==> src/rtl/trng_sequencer.sv <==
// Sequencer for an array of quench/excite entropy cells: drives T/I1/I2, samples the cells
// through a 2-flop synchronizer, folds each sample to one bit and assembles 32-bit words.
module trng_sequencer #(
  parameter int unsigned N_CELLS       = 8,
  parameter int unsigned SETTLE_CYCLES = 4,
  parameter int unsigned REP_LIMIT     = 3
) (
  input  logic               clk,
  input  logic               rst,
  input  logic               start,
  input  logic               puf_mode,
  output logic [N_CELLS-1:0] cell_t,
  output logic [N_CELLS-1:0] cell_i1,
  output logic [N_CELLS-1:0] cell_i2,
  input  logic [N_CELLS-1:0] cell_out,
  output logic [31:0]        data,
  output logic               data_valid,
  input  logic               data_ready,
  output logic               busy,
  output logic               health_fail
);

  typedef enum logic [2:0] {
    StIdle,
    StQuench,
    StExcite,
    StSample,
    StPack,
    StHold
  } state_e;

  localparam logic [7:0] SettleLast = 8'(SETTLE_CYCLES - 1);
  localparam logic [3:0] RepLimit   = 4'(REP_LIMIT);

  state_e             state_q, state_d;
  logic [7:0]         phase_q, phase_d;
  logic [4:0]         bit_cnt_q, bit_cnt_d;
  logic [31:0]        data_q, data_d;
  logic               puf_q, puf_d;
  logic [N_CELLS-1:0] sync1_q, sync2_q;
  logic [N_CELLS-1:0] capture_q, capture_d;
  logic [3:0]         stuck_q, stuck_d;
  logic               fail_q, fail_d;
  logic               sample_stuck;

  assign sample_stuck = (capture_q == '0) || (capture_q == '1);

  always_comb begin
    state_d   = state_q;
    phase_d   = phase_q;
    bit_cnt_d = bit_cnt_q;
    data_d    = data_q;
    puf_d     = puf_q;
    capture_d = capture_q;
    stuck_d   = stuck_q;
    fail_d    = fail_q;
    cell_t    = '0;
    cell_i1   = '0;
    cell_i2   = '0;

    case (state_q)
      StIdle: begin
        if (start) begin
          state_d   = StQuench;
          puf_d     = puf_mode;
          data_d    = '0;
          bit_cnt_d = '0;
          phase_d   = '0;
        end
      end
      StQuench: begin
        if (phase_q == 8'd1) begin
          state_d = StExcite;
          phase_d = '0;
        end else begin
          phase_d = phase_q + 8'd1;
        end
      end
      StExcite: begin
        cell_t  = '1;
        cell_i1 = '1;
        cell_i2 = {N_CELLS{puf_q}};
        if (phase_q == SettleLast) begin
          state_d = StSample;
          phase_d = '0;
        end else begin
          phase_d = phase_q + 8'd1;
        end
      end
      StSample: begin
        // Excitation is held while the synchronizer settles on the cell outputs.
        cell_t  = '1;
        cell_i1 = '1;
        cell_i2 = {N_CELLS{puf_q}};
        if (phase_q == 8'd1) begin
          capture_d = sync2_q;
          state_d   = StPack;
          phase_d   = '0;
        end else begin
          phase_d = phase_q + 8'd1;
        end
      end
      StPack: begin
        data_d    = {data_q[30:0], ^capture_q};
        bit_cnt_d = bit_cnt_q + 5'd1;
        if (sample_stuck) begin
          stuck_d = (stuck_q == 4'hF) ? stuck_q : stuck_q + 4'd1;
        end else begin
          stuck_d = '0;
        end
        if (stuck_d >= RepLimit) begin
          fail_d = 1'b1;
        end
        state_d = (bit_cnt_q == 5'd31) ? StHold : StQuench;
      end
      StHold: begin
        if (data_ready) begin
          state_d = StIdle;
        end
      end
      default: state_d = StIdle;
    endcase
  end

  always_ff @(posedge clk) begin
    if (rst) begin
      state_q   <= StIdle;
      phase_q   <= '0;
      bit_cnt_q <= '0;
      data_q    <= '0;
      puf_q     <= 1'b0;
      sync1_q   <= '0;
      sync2_q   <= '0;
      capture_q <= '0;
      stuck_q   <= '0;
      fail_q    <= 1'b0;
    end else begin
      state_q   <= state_d;
      phase_q   <= phase_d;
      bit_cnt_q <= bit_cnt_d;
      data_q    <= data_d;
      puf_q     <= puf_d;
      sync1_q   <= cell_out;
      sync2_q   <= sync1_q;
      capture_q <= capture_d;
      stuck_q   <= stuck_d;
      fail_q    <= fail_d;
    end
  end

  assign data        = data_q;
  assign data_valid  = (state_q == StHold);
  assign busy        = (state_q != StIdle);
  assign health_fail = fail_q;

endmodule

==> config.mk <==
export PLATFORM = sky130hd
export DESIGN_NAME = trng_sequencer
export DESIGN_NICKNAME = d
export VERILOG_FILES = /design/src/rtl/trng_sequencer.sv
export SDC_FILE = /design/constraint.sdc
export NUM_CORES = 1
export LEC_CHECK = 0
export CORE_MARGIN = 4
export CORE_UTILIZATION = 54
export CTS_CLUSTER_SIZE = 10
export DETAILED_ROUTE_END_ITERATION = 10
export PLACE_DENSITY_LB_ADDON = 0.25
export SLEW_MARGIN = 20
export SYNTH_ARGS = -nofsm -noshare
export SYNTH_HDL_FRONTEND = slang
export SYNTH_SLANG_ARGS = --single-unit
==> constraint.sdc <==
create_clock -name clk -period 3.2 [get_ports clk]
set_clock_uncertainty 0.2 [all_clocks]
set_input_delay 0.64 -clock clk [delete_from_list [all_inputs] [get_ports clk]]
set_output_delay 0.64 -clock clk [all_outputs]
set_load 0.02 [all_outputs]
==> key figures, run 1 <==
Critical path
  • Crit. End Element: output pin
  • WP data required: approximately 2.4 ns
  • Arrival time at the worst endpoint: approximately 2.1 ns
  • Kind of critical path: reg2out
  • FF-to-FF setup slack: between 1 and 1.5 ns
  • Maximum fanout along the worst path: 12
  • Kind of start point of the critical path: register

Route
  • Vias: roughly 2,500
  • Router iterations before antenna repair: 5
  • WL/cell: between 10 and 15 um
  • Antenna-violating nets left: 0
  • Final WL: 6190 um
  • Drt drc: 0
  • Avg Vias per Cell: between 5 and 6
  • 1st-iter DRT viols: ~120

Synth
  • Top_reg_cell synth: dfxtp_1
  • Synthesized area per cell: 9.30 um^2
  • Yosys reg bits: 78
  • Yosys Warn Count: 0
  • EDFF count, synth: 0
  • Synthesized Nets: 383
  • Post-Synthesis Cells: 357
  • Sequential share of the synthesized area: about 47%
  • FFs w/ async S/R, synth: 0%
  • Mapped cell area: around 0.0033 mm^2
  • Synth unique cells: 41

Final layout
  • Fin area: about 0.0041 mm^2
  • Fillcell total: 485
  • Reg area: ~0.0016 mm^2
  • Final Non-Filler Cells: slightly below 500
  • Layout Area Growth over Synthesis: 24.8%
  • Multi-input gate area: ~0.0015 mm^2
  • Final net count: 430
  • Antenna diode count: 0
  • Share of layout cells above drive strength 1: 7.82%

Timing
  • Hold Vio Cnt, Final: 0
  • Relative slew margins: about 66%
  • RSZ-0062 raised after global routing: no
  • Fin worst setup slack: ~0.27 ns
  • Max-slew violations: 0
  • Setup TNS Final: 0 ns
  • Worst-margin pin slew: 0.511 ns
  • Tmin final: just under 3 ns
  • Crit share post-route: between 90% and 100%
  • Finish-stage setup viols: 0
  • Maximum clock rate: 0.341 GHz

Global route
  • GR Overflow Total: 0
  • Antenna violations before repair: 0
  • Largest net degree at the start of global routing: 38
  • Overall routing resource usage: 17.2%
  • Global-route wire length before repair: slightly above 10,000 um
  • Vias in the first global route: 2,259

Pwr
  • Pleak: 1.60 nW
  • Power consumption: 2.07 mW
  • PwrDens: 499 mW/mm^2
  • Peak VDD IR: between 0.0003 and 0.0004 V

Floorplanning
  • Initial Util: around 56%
  • Total die area: 0.00747 mm^2
  • Chip height: just under 90 um
  • Num ports: roughly 70
  • Core Region: 0.00596 mm^2
  • DIE WIDTH: 86.4 um
  • Rows: 28

Clock tree
  • Root buffer cell: clkbuf_8
  • Num Clock Sinks: a little under 80
  • CTS tree: yes
  • Post CTS Setup Buffer Count: 0
  • CTS buffer count: 9
  • Clock buffer depth: 2
  • Cts-stage hold buffer count: 0
  • Reg clk slew, reported paths: around 0.070 ns
  • Post-CTS Resized: 1
  • Later-pin clock latency in the skew report: about 0.35 ns
  • CTS H-tree depth: 3

Placed design
  • Post-Place Setup Slack: between 0.3 and 0.4 ns
  • Cell Area, Placed: approximately 0.0039 mm^2
  • Placed cells: about 470
  • Dpl hpwl: between 4000 and 5000 um
  • RePlAce Congestion: about 0.86
  • Buffers on Ports: 71

Run
  • Max-Cap Viols: 0

Run status
  • Run status: completed

Worst hold path
  • Worst Hold Class: reg2reg
-- layout by cell type (no fill, tap or decap), drive strengths merged, types with 4 or more instances in the layout --
master / Yosys / final
dfxtp: 78 / 78
mux2i: 11 / 11
a22oi: 36 / 36
nor2b: 19 / 19
and3: 5 / 5
ha: 13 / 13
inv: 11 / 11
o21ai: 13 / 13
buf: 31 / 6
a21oi: 12 / 12
nand2: 14 / 14
clkdlybuf4s50: 0 / 70
nor2: 58 / 58
xor2: 4 / 4
clkbuf: 9 / 11
and2: 4 / 4
nand4: 5 / 5
nand3: 7 / 7
-- metal layers --
layer  up-vias  GRT usage [%]  wire length (um)
li1       1304              -                 -
met1      1169           21.1              2780
met2        57           27.5              2930
met3         9           4.56               378
met4         0           9.35               100
met5         -              0                 0
-- synth_stat cells, types with 4 or more instances --
master | count | area (um^2)
nor2_1 | 56 | 210
nand4_1 | 4 | 25.0
a22oi_1 | 36 | 270
o21ai_1 | 7 | 35.0
and3_1 | 5 | 31.3
inv_1 | 11 | 41.3
nand3_1 | 7 | 35.0
nand2_1 | 14 | 52.6
ha_1 | 13 | 163
and2_1 | 4 | 25.0
nor2b_1 | 19 | 119
xor2_1 | 4 | 35.0
dfxtp_1 | 78 | 1560
o21ai_0 | 6 | 30.0
clkbuf_1 | 9 | 33.8
mux2i_1 | 11 | 110
buf_4 | 23 | 173
a21oi_1 | 11 | 55.1
buf_2 | 6 | 30.0
-- sequential cells by signal (all words and copies together), names as in the netlist --
| signal | cells |
|---|---|
| puf_q | 1 |
| health_fail | 1 |
| state_q | 3 |
| bit_cnt_q | 5 |
| capture_q | 8 |
| stuck_q | 4 |
| sync2_q | 8 |
| data | 32 |
| phase_q | 8 |
| sync1_q | 8 |
-- worst max-delay path: stages (launching register included) --
cell	delay (ns)
dfxtp_1	0.49
nor2b_4	0.32
and2_1	0.28
clkdlybuf4s50_1	0.65
-- cell type report --
cell class	count	share of cell area (%)
timing repair buffer	76	17.9
tap	75	2.27
inverter	11	0.997
sequential	78	37.7
clock inverter	5	1.96
clock buffer	11	3.66
multi-input combinational	228	35.5
-- final timing paths --
path                                 from                      end  cells after the start
hold reg to reg     sync1_q[3]$_SDFF_PP0_    sync2_q[3]$_SDFF_PP0_                      1
setup / recovery  state_q[1]$_SDFFE_PP0P_               cell_i2[6]                      3
setup reg to reg  state_q[2]$_SDFFE_PP0P_  stuck_q[3]$_SDFFE_PP0N_                      4
hold / removal      sync1_q[3]$_SDFF_PP0_    sync2_q[3]$_SDFF_PP0_                      1
-- logic make-up (layout without fill, tap and decap cells) --
family,Yosys count,count (layout),synth area share (%)
simple gates,125,125,18.8
flops,78,78,47.0
compound gates,73,73,15.3
buf+inv,51,103,9.05
fa+ha+maj,13,13,4.90
mux,11,11,3.32
xor+xnor,6,6,1.58
-- metrics by stage --
stage | utilization (%) | hold WS [ns]
after floorplan | - | 0.214
after global placement | 65.5 | 0.217
after detailed placement | 65.5 | 0.227
after CTS | 69.5 | 0.242
after global routing | 69.5 | 0.259
final | 69.5 | 0.238
-- power by group --
group	total [mW]	switching [mW]	leakage (nW)	internal [mW]
combinational	0.232	0.135	0.854	0.0972
clock	0.823	0.342	0.116	0.481
sequential	1.01	0.0202	0.632	0.989
Power figures use the tool's default switching activity.
==> run 2: changes to the inputs <==
CAP_MARGIN = 10   (was not set)
==> results of run 2 <==
No change in the layout: final DEF, timing and power equal those of run 1.
==> run 3: changes to the inputs <==
MAX_ROUTING_LAYER = met4   (was not set)
==> key figures, run 3 (same netlist as run 1, synthesis figures left out) <==
Run status
  • Run status: completed

Clock tree
  • CTS tree: yes
  • Later-pin clock latency in the skew report: 0.35 ns (about the same)
  • Post CTS Setup Buffer Count: 0 (unchanged)
  • Num Clock Sinks: 78 (unchanged)
  • CTS buffer count: 9 (unchanged)
  • Clock buffer depth: 2 (unchanged)
  • CTS H-tree depth: 3 (unchanged)
  • Root buffer cell: clkbuf_8
  • Reg clk slew, reported paths: 0.07 ns (about the same)
  • Cts-stage hold buffer count: 0 (unchanged)

Timing
  • RSZ-0062 raised after global routing: no
  • Maximum clock rate: 0.341 GHz (about the same)
  • Max-slew violations: 0 (unchanged)
  • Relative slew margins: 66.4% (+0.44 points)
  • Finish-stage setup viols: 0 (unchanged)
  • Crit share post-route: 91.5% (about the same)
  • Worst-margin pin slew: 0.505 ns (-0.00655 ns)
  • Setup TNS Final: 0 ns (unchanged)
  • Tmin final: 2.93 ns (-0.000679 ns)
  • Hold Slack: 0.238 ns (+0.0000160 ns)
  • Hold Vio Cnt, Final: 0 (unchanged)

Final layout
  • Max FFs per register: 32 (unchanged)
  • Antenna diode count: 0 (unchanged)
  • Layout Area Growth over Synthesis: 24.8% (unchanged)
  • Fin area: 0.00414 mm^2 (unchanged)
  • Final Non-Filler Cells: 484 (unchanged)
  • Most common cell after layout, fill and taps aside: dfxtp_1
  • Share of layout cells above drive strength 1: 7.82% (unchanged)
  • Final net count: 430 (unchanged)
  • Most frequent cells in the layout: dfxtp_1, clkdlybuf4s50_1, nor2_1

Critical path
  • Maximum fanout along the worst path: 12 (unchanged)
  • Kind of start point of the critical path: register
  • WP buf/inv: 1 (unchanged)
  • R2r endpoint: stuck_q[3]$_SDFFE_PP0N_
  • WP data required: 2.36 ns (about the same)
  • Top delay family on crit path: buffers and inverters
  • Reg-to-Reg Start: state_q[2]$_SDFFE_PP0P_
  • CP cell instances: nor2b_4 > and2_1 > clkdlybuf4s50_1
  • FF-to-FF setup slack: 1.14 ns (+0.02 ns)
  • CP max-delay cell: clkdlybuf4s50_1
  • Critical Path Max Stage Delay: 0.65 ns (about the same)
  • Crit. End Element: output pin
  • Arrival time at the worst endpoint: 2.09 ns (about the same)
  • Kind of critical path: reg2out
  • Register-to-Register Path Depth: 4 (unchanged)

Placed design
  • Buffers on Ports: 71 (unchanged)
  • RePlAce Congestion: 0.872 (+1.6%)
  • Placed cells: 468 (unchanged)
  • Dpl hpwl: 4280 um (unchanged)
  • Cell Area, Placed: 0.00390 mm^2 (unchanged)

Worst hold path
  • Hold Crit Start: sync1_q[3]$_SDFF_PP0_
  • Worst Hold Class: reg2reg
  • Hold Path End: sync2_q[3]$_SDFF_PP0_
  • Worst Hold Path Cells: 1 (unchanged)

Floorplanning
  • Num ports: 72 (unchanged)
  • Total die area: 0.00747 mm^2 (unchanged)
  • Chip height: 86.4 um (unchanged)
  • DIE WIDTH: 86.4 um (unchanged)
  • Rows: 28 (unchanged)
  • Core Region: 0.00596 mm^2 (unchanged)
  • Initial Util: 55.7% (unchanged)

Route
  • Router iterations before antenna repair: 4 (-1)
  • Avg Vias per Cell: 5.27 (+0.51%)
  • 1st-iter DRT viols: 127 (+7.6%)
  • WL/cell: 12.8 um (-0.26%)
  • Final WL: 6170 um (-0.26%)
  • Antenna-violating nets left: 0 (unchanged)
  • Drt drc: 0 (unchanged)
  • Vias: 2,552 (+0.51%)

Pwr
  • Peak VDD IR: 0.000317 V (about the same)
  • PwrDens: 499 mW/mm^2 (about the same)
  • Pleak: 1.60 nW (unchanged)

Global route
  • GR Overflow Total: 0 (unchanged)
  • Largest net degree at the start of global routing: 38 (unchanged)
  • Global-route wire length before repair: 10,300 um (about the same)
  • Overall routing resource usage: 17.8% (+0.61 points)
  • Antenna violations before repair: 0 (unchanged)
  • Vias in the first global route: 2,269 (+0.44%)

Run
  • Max-Cap Viols: 0 (unchanged)
run 3: cell counts in the layout (fill, tap and decap cells not counted):
Identical to the previous run, type by type.
run 3: through the flow:
| step | setup slack (ns) | utilization, % | power (mW) |
|---|---|---|---|
| floorplan | 0.320 | - | 1.20 |
| global placement | 0.428 | 65.5 | 1.26 |
| detailed placement | 0.342 | 65.5 | 1.26 |
| CTS | 0.137 | 69.5 | 2.09 |
| global route | 0.104 | 69.5 | 2.16 |
| finish | 0.271 | 69.5 | 2.07 |
run 3: what timing repair did:
item,CTS,global route
resized for setup,1,1
setup endpoints to repair,8,2
gates cloned,0,0
pin swaps,0,0
run 3: how the worst max path moves through the flow:
| stage | from | to | slack [ns] | cells past startpoint |
|---|---|---|---|---|
| after floorplan | state_q[1]$_SDFFE_PP0P_ | cell_i2[1] | 0.32 | 4 |
| after global placement | state_q[1]$_SDFFE_PP0P_ | cell_i2[1] | 0.43 | 3 |
| after detailed placement | state_q[1]$_SDFFE_PP0P_ | cell_i2[6] | 0.34 | 3 |
| after CTS | state_q[1]$_SDFFE_PP0P_ | cell_i2[6] | 0.14 | 3 |
| after global routing | state_q[1]$_SDFFE_PP0P_ | cell_i2[7] | 0.10 | 3 |
| final | state_q[1]$_SDFFE_PP0P_ | cell_i2[6] | 0.27 | 3 |
run 3: report_power, final:
part / internal, mW / switching (mW)
clock network: 0.481 / 0.342
logic: 0.0973 / 0.135
registers: 0.989 / 0.0201
total: 1.57 / 0.497
run 3: worst reg2reg max path, stage by stage, from the launching register on:
cell      delay (ns)
dfxtp_1         0.62
or3b_1          0.54
a21oi_4         0.26
a41oi_1         0.16
a211oi_2        0.21
run 3: metal layers:
layer	global-route usage, %	wire length (um)	up-vias
met4	9.77	142	0
met5	-	0	-
met3	4.66	379	13
met2	27.5	2930	71
li1	-	-	1301
met1	21.1	2720	1167
run 3: final cells by class:
cell class | instances | area [um^2]
tap | 75 | 93.8
multi-input combinational | 228 | 1470
sequential | 78 | 1560
clock inverter | 5 | 81.3
timing repair buffer | 76 | 743
clock buffer | 11 | 151
inverter | 11 | 41.3
fill | 485 | 1810
